**config.mk**
```make
export PLATFORM = sky130hd
export DESIGN_NAME = mcu_interest_queue
export DESIGN_NICKNAME = d
export VERILOG_FILES = /design/src/rtl/mcu_interest_queue.sv
export SDC_FILE = /design/constraint.sdc
export NUM_CORES = 2
export LEC_CHECK = 0
export ABC_AREA = 0
export ABC_CLOCK_PERIOD_IN_PS = 8590
export CORE_ASPECT_RATIO = 1.4
export CORE_MARGIN = 2
export CORE_UTILIZATION = 55
export DETAILED_ROUTE_END_ITERATION = 16
export PLACE_DENSITY = 0.8
export SYNTH_ARGS = -nofsm -noshare
export SYNTH_HDL_FRONTEND = slang
export SYNTH_SLANG_ARGS = --single-unit
export TNS_END_PERCENT = 5
```
**constraint.sdc**
```tcl
create_clock -name clk -period 8.59 [get_ports clk]
set_input_delay 0.859 -clock clk [delete_from_list [all_inputs] [get_ports clk]]
set_output_delay 0.859 -clock clk [all_outputs]
set_load 0.05 [all_outputs]
```
**src/rtl/mcu_interest_queue.sv**
```systemverilog
// Interest queue between spi_mcu and the router core: buffers MCU interests,
// tracks them in a small PIT and returns only data that satisfies one of them.
module mcu_interest_queue #(
   parameter int unsigned FIFO_DEPTH  = 4,
   parameter int unsigned PIT_ENTRIES = 4
) (
   input  logic         clk,
   input  logic         rst,
   input  logic         rx_valid,
   input  logic [7:0]   rx_meta_data,
   input  logic [63:0]  rx_prefix,
   output logic         interest_valid,
   input  logic         interest_ready,
   output logic [7:0]   interest_meta_data,
   output logic [63:0]  interest_prefix,
   input  logic         data_valid,
   output logic         data_ready,
   input  logic [63:0]  data_prefix,
   input  logic [255:0] data_payload,
   output logic         tx_valid,
   output logic [7:0]   tx_meta_data,
   output logic [63:0]  tx_prefix,
   output logic [255:0] tx_data,
   output logic [7:0]   drop_count,
   output logic [7:0]   unmatched_count
);

   localparam int unsigned AW = $clog2(FIFO_DEPTH);
   localparam int unsigned PW = (PIT_ENTRIES > 1) ? $clog2(PIT_ENTRIES) : 1;

   // Top L bits set; L == 0 encodes a full 64-bit compare
   function automatic logic [63:0] len_mask(input logic [5:0] l);
      if (l == 6'd0) return '1;
      return ~((64'h1 << (7'd64 - 7'(l))) - 64'h1);
   endfunction

   logic [71:0]  fifo_mem [FIFO_DEPTH];
   logic [AW:0]  wr_ptr, rd_ptr;
   logic         fifo_empty, fifo_full;
   logic [71:0]  head;
   logic         push, pop, drop;

   logic [PIT_ENTRIES-1:0] pit_valid;
   logic [5:0]             pit_len    [PIT_ENTRIES];
   logic [63:0]            pit_prefix [PIT_ENTRIES];
   logic                   pit_has_free;
   logic [PW-1:0]          alloc_idx;

   logic                   m_valid;
   logic [63:0]            m_prefix;
   logic [255:0]           m_payload;
   logic [PIT_ENTRIES-1:0] hit_vec;
   logic                   any_hit;
   logic [PW-1:0]          hit_idx;

   logic [63:0]            tx_prefix_q;
   logic [255:0]           tx_data_q;

   assign fifo_empty = (wr_ptr == rd_ptr);
   assign fifo_full  = (wr_ptr[AW] != rd_ptr[AW]) && (wr_ptr[AW-1:0] == rd_ptr[AW-1:0]);
   assign head       = fifo_mem[rd_ptr[AW-1:0]];

   assign interest_valid     = !fifo_empty && pit_has_free;
   assign interest_meta_data = interest_valid ? head[71:64] : 8'h00;
   assign interest_prefix    = interest_valid ? head[63:0]  : 64'h0;

   assign pop  = interest_valid && interest_ready;
   assign push = rx_valid && rx_meta_data[6] && (!fifo_full || pop);
   assign drop = rx_valid && !push;

   // Lowest-index free PIT slot
   always_comb begin
      alloc_idx    = '0;
      pit_has_free = 1'b0;
      for (int i = PIT_ENTRIES - 1; i >= 0; i--) begin
         if (!pit_valid[i]) begin
            alloc_idx    = PW'(i);
            pit_has_free = 1'b1;
         end
      end
   end

   // Prefix match of the captured data against every slot, lowest index wins
   always_comb begin
      hit_vec = '0;
      any_hit = 1'b0;
      hit_idx = '0;
      for (int i = PIT_ENTRIES - 1; i >= 0; i--) begin
         hit_vec[i] = pit_valid[i] &&
                      (((m_prefix ^ pit_prefix[i]) & len_mask(pit_len[i])) == 64'h0);
         if (hit_vec[i]) begin
            any_hit = 1'b1;
            hit_idx = PW'(i);
         end
      end
   end

   assign tx_valid     = m_valid && any_hit;
   assign data_ready   = !tx_valid;
   assign tx_meta_data = 8'h00;
   assign tx_prefix    = tx_valid ? m_prefix  : tx_prefix_q;
   assign tx_data      = tx_valid ? m_payload : tx_data_q;

   always_ff @(posedge clk) begin
      if (push) fifo_mem[wr_ptr[AW-1:0]] <= {rx_meta_data, rx_prefix};
   end

   always_ff @(posedge clk) begin
      if (rst) begin
         wr_ptr <= '0;
         rd_ptr <= '0;
      end else begin
         if (push) wr_ptr <= wr_ptr + (AW+1)'(1);
         if (pop)  rd_ptr <= rd_ptr + (AW+1)'(1);
      end
   end

   // Clear and allocate never target the same slot: one is valid, the other free
   always_ff @(posedge clk) begin
      if (rst) begin
         pit_valid <= '0;
      end else begin
         if (tx_valid) pit_valid[hit_idx] <= 1'b0;
         if (pop) begin
            pit_valid[alloc_idx]  <= 1'b1;
            pit_len[alloc_idx]    <= head[69:64];
            pit_prefix[alloc_idx] <= head[63:0];
         end
      end
   end

   always_ff @(posedge clk) begin
      if (rst) begin
         m_valid     <= 1'b0;
         m_prefix    <= '0;
         m_payload   <= '0;
         tx_prefix_q <= '0;
         tx_data_q   <= '0;
      end else begin
         m_valid <= data_valid && data_ready;
         if (data_valid && data_ready) begin
            m_prefix  <= data_prefix;
            m_payload <= data_payload;
         end
         if (tx_valid) begin
            tx_prefix_q <= m_prefix;
            tx_data_q   <= m_payload;
         end
      end
   end

   always_ff @(posedge clk) begin
      if (rst) begin
         drop_count      <= '0;
         unmatched_count <= '0;
      end else begin
         if (drop && drop_count != 8'hFF)
            drop_count <= drop_count + 8'd1;
         if (m_valid && !any_hit && unmatched_count != 8'hFF)
            unmatched_count <= unmatched_count + 8'd1;
      end
   end

endmodule

```
==> summary.md <==
| Metric | Value |
|---|---|
| Total power | `approximately 0.014 W` |
| Clk sinks | `~1,200` |
| Vias in the first global route | `about 44,000` |
| Post-synth EDFFs | `~570` |
| Die X | `279 um` |
| Latest clock arrival within the worst-skew pair | `0.76 ns` |
| Max Cap Violations | `0` |
| Top Metal Used | `met5` |
| Routed length on met3 | `roughly 19 mm` |
| Fin crit period | `7.98 ns` |
| Gpl congestion | `1.04` |
| Post CTS Setup Buffer Count | `0` |
| Pin count of the biggest net entering global routing | `236` |
| Final HPWL DP | `between 150 and 200 mm` |
| Core area | `approximately 110,000 um^2` |
| Clk Tree Root Cell | `clkbuf_16` |
| Synthesis-to-layout area growth | `20.6%` |
| Final slew viol count | `0` |
| Cell variety after synth | `100` |
| VDD IR-drop max | `0.185 mV` |
| Least-Margin Pin Slew | `around 1.3 ns` |
| DIE AREA | `about 110,000 um^2` |
| Switching Fraction | `between 20% and 30%` |
| Initial antenna violation count | `60` |
| DR pass1 iterations | `8` |
| Yosys warning count | `0` |
| Synth Flop Type | `dfxtp_1` |
| Share of power burned in registers | `approximately 48%` |
| Layout Nets | `between 6,000 and 7,000` |
| RSZ-0062 raised after global routing | `false` |
| CTS tree | `done` |
| Clock power frac | `approximately 39%` |
| Classification of the worst-slack hold path | `register to register` |
| Leakage | `between 20 and 30 nW` |
| CP Capture Type | `output pin` |
| Post-DR vias/cell | `6.31` |
| Final wirelength | `213 mm` |
| Comb pwr share | `13.5%` |
| Sequential share of the synthesized area | `about 52%` |
| GRT Overall Usage | `approximately two fifths` |
| Period utilization | `approximately 93%` |
| Final setup viols | `0` |
| Met2 WL post-DR | `between 100 and 150 mm` |
| Number of port buffers | `between 800 and 900` |
| Switch Pwr | `0.00374 W` |
| Die Y | `between 300 and 400 um` |
| GRT Residual Overflow | `0` |
| Post-CTS resize count | `0` |
| Worst-path fanout max | `36` |
| DRC | `0` |
| Final Hold Fails | `0` |
| DRT met1 WL | `between 70 and 80 mm` |
| Slew margin rel. | `roughly 15%` |
| Detail Route Antenna Nets | `0` |
| CTS Buffer Depth | `3` |
| Status | `finished clean` |
| Initial Utilization | `between 50 and 60%` |
| DR iter-0 viols | `roughly 5,000` |
| Fin Clk Skew | `around 0.037 ns` |
| Min Hold Slack | `0.515 ns` |
| Num CTS Buffers | `roughly 110` |
| Fmax achieved | `~130 MHz` |
| CP arrival | `~7 ns` |
| Crit Path Category | `register to output pin` |
| Total number of vias | `about 45,000` |
| IO Count | `slightly above 800` |
| Critical path required time | `a little under 8 ns` |
| Area of the mapped netlist | `about 58,000 um^2` |
| Reg2reg setup slack | `~1.5 ns` |
| Ys async rst share | `0%` |
| Hold buffers post-CTS | `0` |
| Int Pwr | `~0.01 W` |
| H-tree Lvls | `3` |
| Share of layout cells above drive strength 1 | `between 10% and 20%` |
| Pwr per Cell Area | `195 nW/um^2` |
| First-pass GRT wire length | `302 mm` |
| Synthesized instance count | `5,179` |
| Clock transition at path regs | `about 0.06 ns` |
| WL per Instance | `around 30 um` |
| Mean post-synth cell area | `11.3 um^2` |
| Fin Setup TNS | `0 ns` |
| Setup crit start kind | `register` |
| Yosys reg bits | `1,237` |
| Number of placement rows | `about 140` |
==> per-stage QoR <==
| stage | worst slack, ns | area, um^2 | instances | utilization (%) |
|---|---|---|---|---|
| 2_1_floorplan | 1.57 | 58400 | 5189 | - |
| 3_3_place_gp | 1.39 | 66400 | 6943 | 63.0 |
| 3_5_place_dp | 1.47 | 66400 | 6943 | 63.0 |
| 4_1_cts | 0.655 | 70300 | 7158 | 66.7 |
| 5_1_grt | 0.197 | 70400 | 7191 | 66.8 |
| 6_report | 0.611 | 70400 | 7198 | 66.8 |
==> critical path, stage by stage, from the launching register on <==
cell and delay, ns:
edfxtp_1 0.56, and4_1 0.40, nand2_1 0.14, ha_1 0.51, o21ai_0 0.29, a221oi_1 0.71
o21ai_0 0.19, a32oi_1 0.62, and4_1 0.31, nand4_1 0.18, nor4_1 0.34, buf_4 0.23
o41ai_4 0.10, buf_12 0.23, buf_4 0.35, mux2_4 0.28, clkdlybuf4s50_1 0.82
==> cell usage after synthesis (91+ instances only) <==
master    instances  area, um^2
nor2b_1          91         569
a21oi_1         484        2420
mux2_4          315        4730
nand2_1         463        1740
clkbuf_1        304        1140
xnor2_1         153        1340
xor2_1          138        1210
nor2_1          150         563
and2_1          343        2150
a31o_1          300        2630
edfxtp_1        568       17100
o21ai_0         139         696
buf_2            95         475
dfxtp_1         669       13400
==> metal layers <==
layer	vias up	GRT usage [%]
met1	22200	40.6
met4	38	28.9
li1	20000	-
met2	2457	64.3
met3	743	9.92
met5	-	0
==> cell type report <==
cell class	instances	area, um^2
Timing Repair Buffer	908	8820
Sequential cell	1237	30500
Antenna cell	40	100
Clock inverter	78	868
Fill cell	7831	34900
Multi-Input combinational cell	3417	25300
Tap cell	1358	1700
Clock buffer	137	3030
Inverter	23	93.8
==> final timing paths <==
path,end,startpoint,cells after the start
hold reg to reg,register,rd_ptr[1],2
setup / recovery,tx_prefix[25],pit_len[3][0],16
setup reg to reg,m_payload[57],pit_len[3][0],18
hold / removal,register,rd_ptr[1],2
==> power by group through the flow <==
stage,Sequential [W],Combinational (W),Clock [W]
after global routing,0.00656,0.00191,0.00558
after floorplan,0.00655,0.00108,0
final,0.00655,0.00185,0.00533
after detailed placement,0.00668,0.00180,0
after CTS,0.00655,0.00181,0.00536
after global placement,0.00667,0.00178,0
==> placed cells by master (no fill, tap or decap), drive strengths merged, types with 143 or more instances in the layout <==
master / n
edfxtp: 568
dfxtp: 669
nor2: 151
clkdlybuf4s50: 714
mux2: 330
o21ai: 143
xnor2: 153
nand2: 464
and2: 343
buf: 194
a21oi: 485
a31o: 326
==> kinds of logic after synthesis <==
family / count (synthesis) / share of synthesized area, %
buffers and inverters: 535 / 4.62
other: 2 / 0.0129
and+or+nand+nor: 1404 / 12.4
DFF: 1237 / 52.2
muxes: 420 / 11.5
AOI/OAI and AO/OA: 1275 / 14.6
adders and majority gates: 15 / 0.304
xor gates and xnor gates: 291 / 4.37
==> state kept, by name, indices dropped and copies added (netlist names), named ones only <==
signal,cells
m_payload,256
tx_prefix_q,64
tx_data_q,256
fifo_mem,288
m_prefix,64
m_valid,1
pit_valid,4
wr_ptr,3
drop_count,8
rd_ptr,3
unmatched_count,8
pit_len,24
pit_prefix,256
Note: power is estimated with default switching activity, not from simulation.
